## src/rtl/key_cmd_sched.sv

```systemverilog
// Key-driven SDRAM command scheduler: turns write/read key presses into single-burst
// commands, generates write data, checks read data against the address pattern.
module key_cmd_sched #(
   parameter int CLK_CYC    = 10,
   parameter int BURST_LEN  = 8,
   parameter int ADDR_W     = 24,
   parameter int TIMEOUT_US = 100
) (
   input  logic              sysclk,
   input  logic              rst_n,
   input  logic              key_wr,
   input  logic              key_rd,
   output logic              cmd_req,
   output logic              cmd_wr,
   output logic [ADDR_W-1:0] cmd_addr,
   input  logic              cmd_ack,
   input  logic              cmd_done,
   input  logic              wr_data_req,
   output logic [15:0]       wr_data,
   input  logic              rd_valid,
   input  logic [15:0]       rd_data,
   output logic              busy,
   output logic              err,
   output logic [7:0]        err_cnt,
   output logic              timeout
);

   localparam int TO_CYCLES = TIMEOUT_US * 1000 / CLK_CYC;
   localparam int TO_W      = $clog2(TO_CYCLES + 1);
   localparam int BEAT_W    = $clog2(BURST_LEN + 1);

   typedef enum logic [1:0] {
      S_IDLE = 2'd0,
      S_REQ  = 2'd1,
      S_XFER = 2'd2
   } state_t;

   state_t state_q, state_d;

   logic              key_wr_s_q, key_wr_p_q, key_rd_s_q, key_rd_p_q;
   logic              press_wr, press_rd;
   logic              pend_wr_q, pend_wr_d, pend_rd_q, pend_rd_d;
   logic              last_wr_q, last_wr_d;
   logic              cmd_wr_q, cmd_wr_d;
   logic [ADDR_W-1:0] cmd_addr_q, cmd_addr_d;
   logic [ADDR_W-1:0] wr_ptr_q, wr_ptr_d, rd_ptr_q, rd_ptr_d;
   logic [BEAT_W-1:0] beat_q, beat_d;
   logic [TO_W-1:0]   to_cnt_q, to_cnt_d;
   logic              err_q, err_d, timeout_q, timeout_d;
   logic [7:0]        err_cnt_q, err_cnt_d;

   logic              in_xfer, ack_ev, done_ev, to_term, beat_open;
   logic              wr_beat, rd_beat, sel_wr;
   logic [15:0]       rd_expect;

   // Keys pass through one sampling stage so a key held low across reset release
   // cannot register as a press on the first edge.
   // NOTE: sequential state uses non-blocking assignments so every flop samples pre-edge values.
   always_ff @(posedge sysclk or negedge rst_n) begin
      if (!rst_n) begin
         key_wr_s_q <= 1'b1;
         key_wr_p_q <= 1'b1;
         key_rd_s_q <= 1'b1;
         key_rd_p_q <= 1'b1;
      end else begin
         key_wr_s_q <= key_wr;
         key_wr_p_q <= key_wr_s_q;
         key_rd_s_q <= key_rd;
         key_rd_p_q <= key_rd_s_q;
      end
   end

   assign press_wr = key_wr_p_q & ~key_wr_s_q;
   assign press_rd = key_rd_p_q & ~key_rd_s_q;

   assign in_xfer   = (state_q == S_XFER);
   assign ack_ev    = (state_q == S_REQ) & cmd_ack;
   assign done_ev   = in_xfer & cmd_done;
   assign to_term   = in_xfer & (to_cnt_q == TO_W'(TO_CYCLES - 1));
   assign beat_open = (beat_q != BEAT_W'(BURST_LEN));
   assign wr_beat   = in_xfer & cmd_wr_q & wr_data_req & beat_open;
   assign rd_beat   = in_xfer & ~cmd_wr_q & rd_valid & beat_open;
   assign rd_expect = 16'(rd_ptr_q) + 16'(beat_q);
   assign sel_wr    = pend_wr_q & (~pend_rd_q | ~last_wr_q);

   always_ff @(posedge sysclk or negedge rst_n) begin
      if (!rst_n) state_q <= S_IDLE;
      else        state_q <= state_d;
   end

   always_comb begin
      // NOTE: default first so no path through the block leaves a variable unassigned (no latch).
      state_d = state_q;
      case (state_q)
         S_IDLE:  if (pend_wr_q | pend_rd_q) state_d = S_REQ;
         S_REQ:   if (cmd_ack) state_d = S_XFER;
         S_XFER:  if (cmd_done | to_term) state_d = S_IDLE;
         default: state_d = S_IDLE;
      endcase
   end

   always_comb begin
      cmd_req = (state_q == S_REQ);
      busy    = (state_q != S_IDLE);
   end

   always_comb begin
      pend_wr_d  = pend_wr_q;
      pend_rd_d  = pend_rd_q;
      last_wr_d  = last_wr_q;
      cmd_wr_d   = cmd_wr_q;
      cmd_addr_d = cmd_addr_q;
      wr_ptr_d   = wr_ptr_q;
      rd_ptr_d   = rd_ptr_q;
      beat_d     = beat_q;
      to_cnt_d   = to_cnt_q;
      err_d      = err_q;
      err_cnt_d  = err_cnt_q;
      timeout_d  = timeout_q;

      if ((state_q == S_IDLE) && (pend_wr_q | pend_rd_q)) begin
         cmd_wr_d   = sel_wr;
         cmd_addr_d = sel_wr ? wr_ptr_q : rd_ptr_q;
      end

      if (in_xfer) to_cnt_d = to_cnt_q + TO_W'(1);
      if (wr_beat | rd_beat) beat_d = beat_q + BEAT_W'(1);

      if (ack_ev) begin
         last_wr_d = cmd_wr_q;
         beat_d    = '0;
         to_cnt_d  = '0;
      end

      if (rd_beat && (rd_data != rd_expect)) begin
         err_d = 1'b1;
         if (err_cnt_q != 8'hFF) err_cnt_d = err_cnt_q + 8'd1;
      end

      // Completion beats a coincident timeout; a timeout leaves the pointer in place.
      if (done_ev) begin
         if (cmd_wr_q) wr_ptr_d = wr_ptr_q + ADDR_W'(BURST_LEN);
         else          rd_ptr_d = rd_ptr_q + ADDR_W'(BURST_LEN);
      end else if (to_term) begin
         timeout_d = 1'b1;
         err_d     = 1'b1;
      end

      if (ack_ev && cmd_wr_q)  pend_wr_d = 1'b0;
      else if (press_wr)       pend_wr_d = 1'b1;
      if (ack_ev && !cmd_wr_q) pend_rd_d = 1'b0;
      else if (press_rd)       pend_rd_d = 1'b1;
   end

   always_ff @(posedge sysclk or negedge rst_n) begin
      if (!rst_n) begin
         pend_wr_q  <= 1'b0;
         pend_rd_q  <= 1'b0;
         last_wr_q  <= 1'b0;
         cmd_wr_q   <= 1'b0;
         cmd_addr_q <= '0;
         wr_ptr_q   <= '0;
         rd_ptr_q   <= '0;
         beat_q     <= '0;
         to_cnt_q   <= '0;
         err_q      <= 1'b0;
         err_cnt_q  <= 8'd0;
         timeout_q  <= 1'b0;
      end else begin
         pend_wr_q  <= pend_wr_d;
         pend_rd_q  <= pend_rd_d;
         last_wr_q  <= last_wr_d;
         cmd_wr_q   <= cmd_wr_d;
         cmd_addr_q <= cmd_addr_d;
         wr_ptr_q   <= wr_ptr_d;
         rd_ptr_q   <= rd_ptr_d;
         beat_q     <= beat_d;
         to_cnt_q   <= to_cnt_d;
         err_q      <= err_d;
         err_cnt_q  <= err_cnt_d;
         timeout_q  <= timeout_d;
      end
   end

   assign cmd_wr   = cmd_wr_q;
   assign cmd_addr = cmd_addr_q;
   assign wr_data  = 16'(wr_ptr_q) + 16'(beat_q);
   assign err      = err_q;
   assign err_cnt  = err_cnt_q;
   assign timeout  = timeout_q;

endmodule

```

## config.mk

```make
export PLATFORM = sky130hd
export DESIGN_NAME = key_cmd_sched
export DESIGN_NICKNAME = d
export VERILOG_FILES = /design/src/rtl/key_cmd_sched.sv
export SDC_FILE = /design/constraint.sdc
export NUM_CORES = 1
export LEC_CHECK = 0
export CAP_MARGIN = 20
export CORE_ASPECT_RATIO = 1.4
export CORE_MARGIN = 3
export CORE_UTILIZATION = 42
export DETAILED_ROUTE_END_ITERATION = 10
export PLACE_DENSITY = 0.75
export SYNTH_ARGS = -nofsm -noshare
export SYNTH_HDL_FRONTEND = slang
export SYNTH_SLANG_ARGS = --single-unit
export TNS_END_PERCENT = 5
```

## constraint.sdc

```tcl
create_clock -name sysclk -period 3.52 [get_ports sysclk]
set_input_delay 0.704 -clock sysclk [delete_from_list [all_inputs] [get_ports sysclk]]
set_output_delay 0.704 -clock sysclk [all_outputs]
set_load 0.01 [all_outputs]
```

==> parameters.txt, run 1 <==
Parameter                              Value

Clock network
  Maximum level of the CTS H-tree    3
  Clock-pin slew of the registers on the worst-case setup and hold paths    0.08 ns
  Clock insertion delay at the later pin of the skew report    0.35 ns
  CTS tree    built
  Num Clock Sinks    ~100
  Post-CTS setup buffer count    0
  Clk Tree Root Cell    sky130_fd_sc_hd__clkbuf_16
  Post_cts resized    0
  CTS Buffer Depth    2
  Cts-stage hold buffer count    0
  Num CTS Buffers    9

Worst setup path
  Required time at the endpoint of the critical path    3.75 ns
  Worst path buffer plus inverter count    1
  Capture point of the worst reg-to-reg path    err_cnt[1]
  Crit Path Max Fanout    6
  Most used cell along the critical path    sky130_fd_sc_hd__ha_1
  Worst endpoint data arrival time    3.43 ns
  Setup slack of the worst register-to-register path    0.32 ns
  Startpoint of the worst register-to-register path    rd_ptr_q[3]
  Type of origin of the critical path    register
  Cell family with most CP delay    simple AND/OR/NAND/NOR gates
  Crit. End Element    register
  Instance count on the critical path    10
  Sequence of cells on the critical path    ha_1 -> ha_1 -> xnor2_1 -> nand3_1 -> a2111oi_0 -> buf_4 -> nand4_1 -> or4_1 -> and2_4 -> mux2_4
  Setup Crit Path Kind    register to register
  Worst r2r path cells    10
  Slowest cell delay on critical path    0.65 ns
  Max stage delay cell, worst path    sky130_fd_sc_hd__or4_1

Power
  Largest vdd supply drop    491 uV
  Reported net switching power    0.00138 W
  Cell-internal power    roughly 0.0027 W
  Fraction of power spent switching nets    33.5%
  Total power draw    between 0.004 and 0.005 W
  Static power due to leakage    2.78 nW
  Proportion of power drawn by flip-flops and latches    between 30% and 40%
  Proportion of power drawn by combinational gates    33.8%
  Power density of the placed cells    645 mW/mm^2
  Clk pwr share    26.3%

Synth
  Most instantiated library cell after synthesis    sky130_fd_sc_hd__dfrtp_1
  Count of unique library cells instantiated by Yosys    52
  Area share of the largest cell type after synthesis    46.5%
  Mean area per synthesized cell    10.0 um^2
  Number of instances in the synthesized netlist    521
  Synth area leaders    sky130_fd_sc_hd__dfrtp_1 47%, sky130_fd_sc_hd__xnor2_1 7.9%, sky130_fd_sc_hd__mux2i_1 5.2%
  Main flop type after synthesis    sky130_fd_sc_hd__dfrtp_1
  Netlist Area Pre-Place    0.00522 mm^2
  Async set-reset flop share out of synthesis    100%
  Library cell occupying the most area in the post-synthesis netlist    sky130_fd_sc_hd__dfrtp_1
  Number of register bits inferred by synthesis    101
  Total of warnings raised by yosys    0
  Share of synthesized area occupied by flip-flops and latches    between 40% and 50%
  Most common library cells after synthesis    97 x sky130_fd_sc_hd__dfrtp_1, 58 x sky130_fd_sc_hd__nor2_1, 47 x sky130_fd_sc_hd__xnor2_1
  EDFF count, synth    0

Floorplan
  Die Height    138 um
  Die area    0.0138 mm^2
  Placeable core region    0.0120 mm^2
  Chip width    100 um
  Starting density of the core    a little over two fifths
  Std-Cell Rows    47
  Number of placed I/O pins    77

Placed design
  Pre-CTS setup slack    around 0.15 ns
  Placed wire-length estimate after detailed placement    8.88 mm
  # port buffers    73
  Placed instance count    724
  Final weighted congestion in routability-driven placement    0.830

Routing
  Antenna Nets Post-Route    0
  DRC violation count after routing    0
  Total via count after detailed routing    3915
  Iteration count of the initial detailed-routing pass    4
  DR iter-0 viols    291
  Final routed wire length divided by cell count    16.0 um
  Aggregate routed wire length    11.8 mm
  Via density per instance    about 5.3

STA
  RSZ-0062 raised after global routing    false
  Final worst-path setup slack    0.319 ns
  Layout Skew    0.0143 ns
  Maximum clock frequency    312 MHz
  Final number of max-transition violations    0
  Endpoints failing hold    0
  Setup violations, final    0
  Worst relative slew slack    49.0%
  Time the final worst path needs with I/O delays and setup    about 3.2 ns
  Tightest Pin Transition    0.760 ns
  Post-route fraction of the period consumed by the critical path    90.9%
  Setup TNS    0 ns

Cells and area
  Number of antenna repair diodes    0
  Syn-to-layout area delta    22.3%
  Final Net Count    622
  Fillers    1069
  Number of standard cells in the layout, taps in and fillers out    740
  Share of post-route cells with drive strength above 1    under 10%

GRT
  Overall fraction of global-route tracks in use    18.0%
  First-pass GRT wire length    approximately 20 mm
  Number of global-route vias before repair    around 4000
  Largest net degree at the start of global routing    58
  Antenna violations before repair    0
  Global-route congestion overflow total    0

Min path
  Endpoint of the worst hold path    key_wr_p_q
  Min-Delay Path Class    register to register
  Number of cells traversed by the worst hold path    0
  Worst Hold Launch    key_wr_s_q

Run
  Max-cap violations    0

Status
  Run status    finished clean
==> how the worst max path moves through the flow <==
stage | startpoint | endpoint | slack [ns]
3_5_place_dp | rd_data[6] | err_cnt[1] | 0.15
5_1_grt | rd_ptr_q[3] | err_cnt[1] | 0.09
3_3_place_gp | rd_data[6] | err_cnt[1] | 0.22
4_1_cts | rd_ptr_q[3] | err_cnt[1] | 0.29
6_report | rd_ptr_q[3] | err_cnt[1] | 0.32
2_1_floorplan | rd_ptr_q[3] | err_cnt[1] | 0.67
==> final cells by class <==
cell class | instances | area, um^2 | area share, %
flip-flops and latches | 101 | 2530 | 39.7
multi-input cells | 381 | 2480 | 38.9
repair buffers | 84 | 811 | 12.7
clock buffers | 11 | 243 | 3.81
well taps | 147 | 184 | 2.88
clock inverters | 5 | 82.6 | 1.29
inverters | 11 | 41.3 | 0.647
==> power groups by stage <==
stage / combinational, W / clock (W) / sequential (W)
floorplan: 0.000790 / 0 / 0.00164
global placement: 0.00136 / 0 / 0.00165
detailed placement: 0.00140 / 0 / 0.00166
CTS: 0.00141 / 0.00109 / 0.00164
global route: 0.00154 / 0.00114 / 0.00168
finish: 0.00139 / 0.00108 / 0.00164
==> layer usage <==
metal | track usage, % | vias to the layer above | wire length, um
met5 | 0 | - | 0
met4 | 7.12 | 0 | 323
met3 | 3.42 | 23 | 502
met2 | 30.3 | 80 | 5930
met1 | 22.9 | 1912 | 5080
li1 | - | 1900 | -
==> logic make-up (layout without fill, tap and decap cells) <==
group | after synthesis | after routing | synth area share, %
compound gates | 58 | 58 | 6.52
xor+xnor | 78 | 78 | 13.2
fa+ha+maj | 11 | 11 | 2.59
buf+inv | 41 | 111 | 4.10
flops | 101 | 101 | 48.5
mux | 30 | 30 | 5.90
other cells | 1 | 3 | 0.0719
simple gates | 201 | 201 | 19.0
==> metrics by stage <==
stage / util [%] / instance area [um^2] / hold WS (ns)
floorplan: - / 5220 / 0.354
global route: 53.2 / 6380 / 0.372
finish: 53.2 / 6380 / 0.365
CTS: 53.2 / 6380 / 0.367
global placement: 50.4 / 6050 / 0.356
detailed placement: 50.4 / 6050 / 0.360
==> cell usage in the layout (no fill, tap or decap), drive strengths merged, types with 4 or more instances in the layout <==
master         instances
a21oi                 28
and2                   4
and3                   9
buf                   12
clkbuf                11
clkdlybuf4s50         72
dfrtp                 97
dfstp                  4
ha                    10
inv                   12
mux2i                 27
nand2                 47
nand3                 28
nand4                 21
nor2                  58
nor2b                  5
nor3                   8
nor4                   4
o21ai                 15
or2                    4
xnor2                 47
xor2                  31
==> registers in the layout, summed over array words and instances, names as in the netlist, 2 cells and up <==
signal    count
wr_ptr_q     21
beat_q        4
cmd_addr     21
state_q       2
rd_ptr_q     21
err_cnt       8
to_cnt_q     14
Note: power is estimated with default switching activity, not from simulation.
==> inputs of run 2 (changes only) <==
Settings changed: ABC_AREA set to 1, CELL_PAD_IN_SITES_DETAIL_PLACEMENT set to 0, CELL_PAD_IN_SITES_GLOBAL_PLACEMENT set to 1, CTS_BUF_LIST set to sky130_fd_sc_hd__clkbuf_2 sky130_fd_sc_hd__clkbuf_4 sky130_fd_sc_hd__clkbuf_8, PLACE_DENSITY 0.75 to 0.92.
==> parameters.txt, run 2 <==
Parameter                              Value

Synth
  Area share of the largest cell type after synthesis    43.3%
  Most common library cells after synthesis    144 x sky130_fd_sc_hd__nand2_1, 97 x sky130_fd_sc_hd__dfrtp_1, 73 x sky130_fd_sc_hd__inv_1
  Count of unique library cells instantiated by Yosys    44
  Async set-reset flop share out of synthesis    100%
  Share of synthesized area occupied by flip-flops and latches    45.2%
  Number of instances in the synthesized netlist    670
  Netlist Area Pre-Place    0.00561 mm^2
  Main flop type after synthesis    sky130_fd_sc_hd__dfrtp_1
  Number of register bits inferred by synthesis    just over 100
  EDFF count, synth    0
  Library cell occupying the most area in the post-synthesis netlist    sky130_fd_sc_hd__dfrtp_1
  Mean area per synthesized cell    around 8.4 um^2
  Synth area leaders    sky130_fd_sc_hd__dfrtp_1 43%, sky130_fd_sc_hd__nand2_1 9.6%, sky130_fd_sc_hd__xor2_1 6.4%
  Total of warnings raised by yosys    0
  Most instantiated library cell after synthesis    sky130_fd_sc_hd__nand2_1

GRT
  Global-route congestion overflow total    0
  Largest net degree at the start of global routing    65
  Antenna violations before repair    0
  Number of global-route vias before repair    4660
  Overall fraction of global-route tracks in use    between 10% and 20%
  First-pass GRT wire length    approximately 23 mm

Clock network
  Clock insertion delay at the later pin of the skew report    around 0.38 ns
  Cts-stage hold buffer count    0
  Clock-pin slew of the registers on the worst-case setup and hold paths    0.10 ns
  Post-CTS setup buffer count    0
  Num Clock Sinks    101
  Maximum level of the CTS H-tree    3
  CTS Buffer Depth    2
  CTS tree    built
  Num CTS Buffers    9
  Clk Tree Root Cell    sky130_fd_sc_hd__clkbuf_8

Placed design
  Final weighted congestion in routability-driven placement    0.889
  Placement Cell Area    0.00649 mm^2
  Pre-CTS setup slack    0.555 ns
  # port buffers    73
  Placed wire-length estimate after detailed placement    10.3 mm

Power
  Total power draw    0.00372 W
  Proportion of power drawn by combinational gates    a little under two fifths
  Fraction of power spent switching nets    roughly 40%
  Clk pwr share    18.6%
  Reported net switching power    0.00147 W
  Largest vdd supply drop    311 uV
  Static power due to leakage    3.14 nW
  Cell-internal power    about 0.0022 W
  Power density of the placed cells    558 mW/mm^2
  Proportion of power drawn by flip-flops and latches    43.2%

Worst setup path
  Required time at the endpoint of the critical path    between 2 and 3 ns
  Worst r2r path cells    13
  Crit. End Element    output pin
  Cell family with most CP delay    simple AND/OR/NAND/NOR gates
  Critical Path End    wr_data[15]
  Max stage delay cell, worst path    sky130_fd_sc_hd__clkdlybuf4s50_1
  Capture point of the worst reg-to-reg path    err_cnt[7]
  Crit Path Max Fanout    5
  Crit path from    beat_q[3]
  Slowest cell delay on critical path    between 0.5 and 0.6 ns
  Startpoint of the worst register-to-register path    rd_ptr_q[3]
  Type of origin of the critical path    register
  Worst path buffer plus inverter count    1
  Instance count on the critical path    8
  Setup slack of the worst register-to-register path    roughly 1.3 ns
  Worst endpoint data arrival time    2.56 ns
  Setup Crit Path Kind    register to output pin
  Sequence of cells on the critical path    ha_1 -> ha_1 -> nand2_1 -> nor2_1 -> nand2_1 -> nor2_1 -> xor2_1 -> clkdlybuf4s50_1

STA
  Tightest Pin Transition    just over 0.8 ns
  Layout Skew    around 0.016 ns
  RSZ-0062 raised after global routing    false
  Worst relative slew slack    44.7%
  Endpoints failing hold    0
  Setup violations, final    0
  Time the final worst path needs with I/O delays and setup    3.26 ns
  Final worst-path setup slack    roughly 0.26 ns
  Smallest hold slack    0.370 ns
  Setup TNS    0 ns
  Final number of max-transition violations    0
  Maximum clock frequency    about 300 MHz
  Post-route fraction of the period consumed by the critical path    92.7%

Floorplan
  Starting density of the core    43.4%
  Die area    0.0148 mm^2
  Die Height    143 um
  Chip width    approximately 100 um
  Placeable core region    0.0129 mm^2
  Number of placed I/O pins    77
  Std-Cell Rows    49

Routing
  Antenna Nets Post-Route    0
  Total via count after detailed routing    about 4600
  Routed length on met2    7.18 mm
  Iteration count of the initial detailed-routing pass    5
  DR iter-0 viols    roughly 150
  Met3 Wirelength    432 um
  Top sig layer    met4
  Routed met1 length    about 5.5 mm
  Via density per instance    4.97
  Final routed wire length divided by cell count    14.6 um
  Aggregate routed wire length    13.4 mm
  DRC violation count after routing    0

Cells and area
  Final Net Count    774
  Number of antenna repair diodes    0
  Top library cells by usage in the layout, fill and taps aside    144 x sky130_fd_sc_hd__nand2_1, 96 x sky130_fd_sc_hd__dfrtp_1, 73 x sky130_fd_sc_hd__inv_1, 72 x sky130_fd_sc_hd__clkdlybuf4s50_1, 65 x sky130_fd_sc_hd__nor2_1
  Fillers    1212
  Design Area, Final    0.00667 mm^2
  Most common library cell in the layout ignoring fill and taps    sky130_fd_sc_hd__nand2_1
  Share of post-route cells with drive strength above 1    8.32%
  Syn-to-layout area delta    18.9%

Status
  Run status    finished clean

Min path
  Min-Delay Path Class    register to register

Run
  Max-cap violations    0
## run 2: cell types whose count changed after synthesis, moves of 15 or more
cell / change
sky130_fd_sc_hd__xnor2_1: -17
sky130_fd_sc_hd__nand2_1: +99
sky130_fd_sc_hd__o21ai_0: +43
sky130_fd_sc_hd__a21oi_1: -15
sky130_fd_sc_hd__mux2i_1: -27
sky130_fd_sc_hd__inv_1: +62
## run 2: layout make-up
cell class,instances,area [um^2],area share [%]
Inverter,79,297,4.45
Timing Repair Buffer,76,751,11.3
Tap cell,178,223,3.34
Clock inverter,5,37.5,0.563
Clock buffer,11,139,2.08
Multi-Input combinational cell,473,2690,40.3
Sequential cell,101,2530,38.0
## run 2: how the worst min path moves through the flow
| stage | startpoint | to | slack (ns) | cells after the start |
|---|---|---|---|---|
| finish | key_rd_s_q | key_rd_p_q | 0.37 | 0 |
| global route | key_rd_s_q | key_rd_p_q | 0.38 | 0 |
| CTS | key_rd_s_q | key_rd_p_q | 0.37 | 0 |
| detailed placement | key_rd_s_q | key_rd_p_q | 0.36 | 0 |
| global placement | key_rd_s_q | key_rd_p_q | 0.36 | 0 |
| floorplan | key_wr_s_q | key_wr_p_q | 0.35 | 0 |
## run 2: through the flow
step / utilization (%) / std cells
floorplan: - / 672
global placement: 50.2 / 907
detailed placement: 50.2 / 907
CTS: 51.5 / 923
global route: 51.6 / 923
finish: 51.6 / 923
## run 2: repair_timing
action | 4_1_cts | 5_1_grt
resized for setup | 0 | 1
endpoints found under the hold margin | 0 | 0
setup endpoints to repair | 0 | 1
## run 2: layer usage
| metal | global-route usage (%) | vias to the layer above |
|---|---|---|
| li1 | - | 2279 |
| met1 | 22.4 | 2184 |
| met2 | 34.4 | 104 |
| met3 | 2.08 | 24 |
| met4 | 7.84 | 0 |
| met5 | 0 | - |
## run 2: power by group through the flow
stage          clock [W]  sequential [W]  combinational [W]
3_5_place_dp           0         0.00163            0.00144
2_1_floorplan          0         0.00163           0.000791
6_report        0.000693         0.00161            0.00142
3_3_place_gp           0         0.00162            0.00140
4_1_cts         0.000710         0.00161            0.00145
5_1_grt         0.000752         0.00164            0.00159
## run 2: cell families (layout without fill, tap and decap cells)
kind of cell / count (synthesis) / in the layout / share of synthesized area [%]
AND/OR/NAND/NOR: 302 / 302 / 25.9
flip-flops: 101 / 101 / 45.2
buffers and inverters: 98 / 171 / 7.03
AO/OA/AOI/OAI: 85 / 85 / 8.14
XOR/XNOR: 71 / 71 / 11.1
adder cells (fa/ha/maj): 10 / 10 / 2.23
multiplexers: 2 / 2 / 0.402
other: 1 / 3 / 0.0669
==> inputs of run 3 (changes only) <==
Settings changed: CORE_UTILIZATION 42 to 45, DONT_BUFFER_PORTS set to 1, PLACE_DENSITY 0.92 to 0.87.
==> parameters.txt, run 3 (same netlist as run 2, synthesis figures left out) <==
Parameter                              Value

Floorplan
  Std-Cell Rows    47
  Starting density of the core    between 40% and 50%
  Die area    0.0139 mm^2
  Chip width    about 100 um
  Die Height    138 um
  Placeable core region    0.0120 mm^2
  Number of placed I/O pins    77

Routing
  Via density per instance    5.18
  Aggregate routed wire length    12.8 mm
  Antenna Nets Post-Route    0
  Final routed wire length divided by cell count    15.5 um
  Total via count after detailed routing    between 4000 and 5000
  Iteration count of the initial detailed-routing pass    4
  DRC violation count after routing    0
  DR iter-0 viols    168

STA
  Tightest Pin Transition    0.817 ns
  Endpoints failing hold    0
  Final worst-path setup slack    0.627 ns
  Setup TNS    0 ns
  RSZ-0062 raised after global routing    false
  Final number of max-transition violations    0
  Post-route fraction of the period consumed by the critical path    82.2%
  Layout Skew    between 0.01 and 0.015 ns
  Maximum clock frequency    346 MHz
  Setup violations, final    0
  Smallest hold slack    about 0.14 ns
  Worst relative slew slack    45.4%
  Time the final worst path needs with I/O delays and setup    roughly 2.9 ns

Clock network
  Clock-pin slew of the registers on the worst-case setup and hold paths    0.10 ns
  Maximum level of the CTS H-tree    3
  CTS Buffer Depth    2
  Num Clock Sinks    a little over 100
  Num CTS Buffers    9
  Clock insertion delay at the later pin of the skew report    0.39 ns
  Clk Tree Root Cell    sky130_fd_sc_hd__clkbuf_8
  CTS tree    built

Cells and area
  Design Area, Final    0.00597 mm^2
  Final Net Count    703
  Number of antenna repair diodes    0
  Top library cells by usage in the layout, fill and taps aside    144 x sky130_fd_sc_hd__nand2_1, 97 x sky130_fd_sc_hd__dfrtp_1, 73 x sky130_fd_sc_hd__inv_1, 65 x sky130_fd_sc_hd__nor2_1, 58 x sky130_fd_sc_hd__o21ai_0
  Syn-to-layout area delta    6.47%
  Share of post-route cells with drive strength above 1    8.75%
  Most common library cell in the layout ignoring fill and taps    sky130_fd_sc_hd__nand2_1
  Fin util    49.8%

Worst setup path
  Crit. End Element    output pin
  Type of origin of the critical path    register
  Required time at the endpoint of the critical path    approximately 2.8 ns
  Setup slack of the worst register-to-register path    1.26 ns
  Setup Crit Path Kind    register to output pin
  Worst endpoint data arrival time    2.19 ns
  Worst r2r path cells    13
  Max stage delay cell, worst path    sky130_fd_sc_hd__dfrtp_1
  Crit Path Max Fanout    5
  Sequence of cells on the critical path    ha_1 -> ha_1 -> nand2_1 -> nor2_1 -> nand2_1 -> nor2_1 -> xor2_1
  Slowest cell delay on critical path    0.48 ns
  Startpoint of the worst register-to-register path    rd_ptr_q[3]
  Capture point of the worst reg-to-reg path    err_cnt[2]

GRT
  Largest net degree at the start of global routing    64
  Antenna violations before repair    0
  Number of global-route vias before repair    4310
  Global-route congestion overflow total    0
  First-pass GRT wire length    21.0 mm
  Overall fraction of global-route tracks in use    18.9%

Power
  Power density of the placed cells    585 mW/mm^2
  Static power due to leakage    2.90 nW
  Largest vdd supply drop    between 200 and 250 uV

Placed design
  Placement Cell Area    0.00571 mm^2
  Placed wire-length estimate after detailed placement    around 9 mm
  # port buffers    0
  Final weighted congestion in routability-driven placement    0.935
  Pre-CTS setup slack    1.04 ns

Run
  Max-cap violations    0

Status
  Run status    finished clean

Min path
  Min-Delay Path Class    input port to async pin
==> run 3: cell types whose count changed in the layout (fill, tap and decap cells not counted), sizes merged <==
cell,previous run,this run
clkdlybuf4s50,72,0
dlygate4sd3,0,3
buf,4,2
clkinvlp,2,0
inv,78,80
bufinv,0,1
clkbuf,11,10
==> run 3: worst max path at each step <==
stage | from | end | slack [ns] | cells after the start
after floorplan | beat_q[3] | wr_data[15] | 1.29 | 7
after global placement | beat_q[3] | wr_data[15] | 1.11 | 7
after detailed placement | beat_q[3] | wr_data[15] | 1.04 | 7
after CTS | beat_q[3] | wr_data[15] | 0.63 | 7
after global routing | beat_q[3] | wr_data[15] | 0.46 | 7
final | beat_q[3] | wr_data[15] | 0.63 | 7
==> run 3: layer usage <==
| metal | vias up | track usage (%) | part of all wire [%] |
|---|---|---|---|
| met3 | 13 | 5.90 | 7.0 |
| met1 | 2014 | 22.8 | 41 |
| met4 | 0 | 4.54 | 1.1 |
| li1 | 2132 | - | - |
| met5 | - | 0 | 0 |
| met2 | 96 | 32.7 | 51 |
==> run 3: final cells by class <==
cell class	count	area, um^2
clock buffer	10	138
clock inverter	6	66.3
fill	1191	6030
inverter	79	297
multi-input combinational	473	2690
sequential	101	2530
tap	147	184
timing repair buffer	5	65.1
==> run 3: power breakdown <==
part	internal, W	leakage, nW	switching (W)
Clock	0.000354	0.107	0.000430
Combinational	0.000324	1.50	0.000692
Sequential	0.00138	1.30	0.000311
Total	0.00206	2.90	0.00143
==> run 3: stage by stage <==
| stage | power, W | cells |
|---|---|---|
| 4_1_cts | 0.00353 | 821 |
| 6_report | 0.00349 | 821 |
| 5_1_grt | 0.00375 | 821 |
| 3_5_place_dp | 0.00272 | 801 |
| 3_3_place_gp | 0.00268 | 801 |
| 2_1_floorplan | 0.00242 | 672 |
==> run 3: what timing repair did <==
| action | CTS | global route |
|---|---|---|
| resized for setup | 0 | 0 |
| setup buffers | 0 | 0 |
| hold buffers | 4 | 0 |
| hold endpoints to repair | 63 | 0 |
==> run 3: worst max-delay path: cells and delay by family (launching register included) <==
family	cells	cell delay, ns
and+or+nand+nor	4	0.59
adders and majority gates	2	0.47
DFF	1	0.48
xor gates and xnor gates	1	0.26
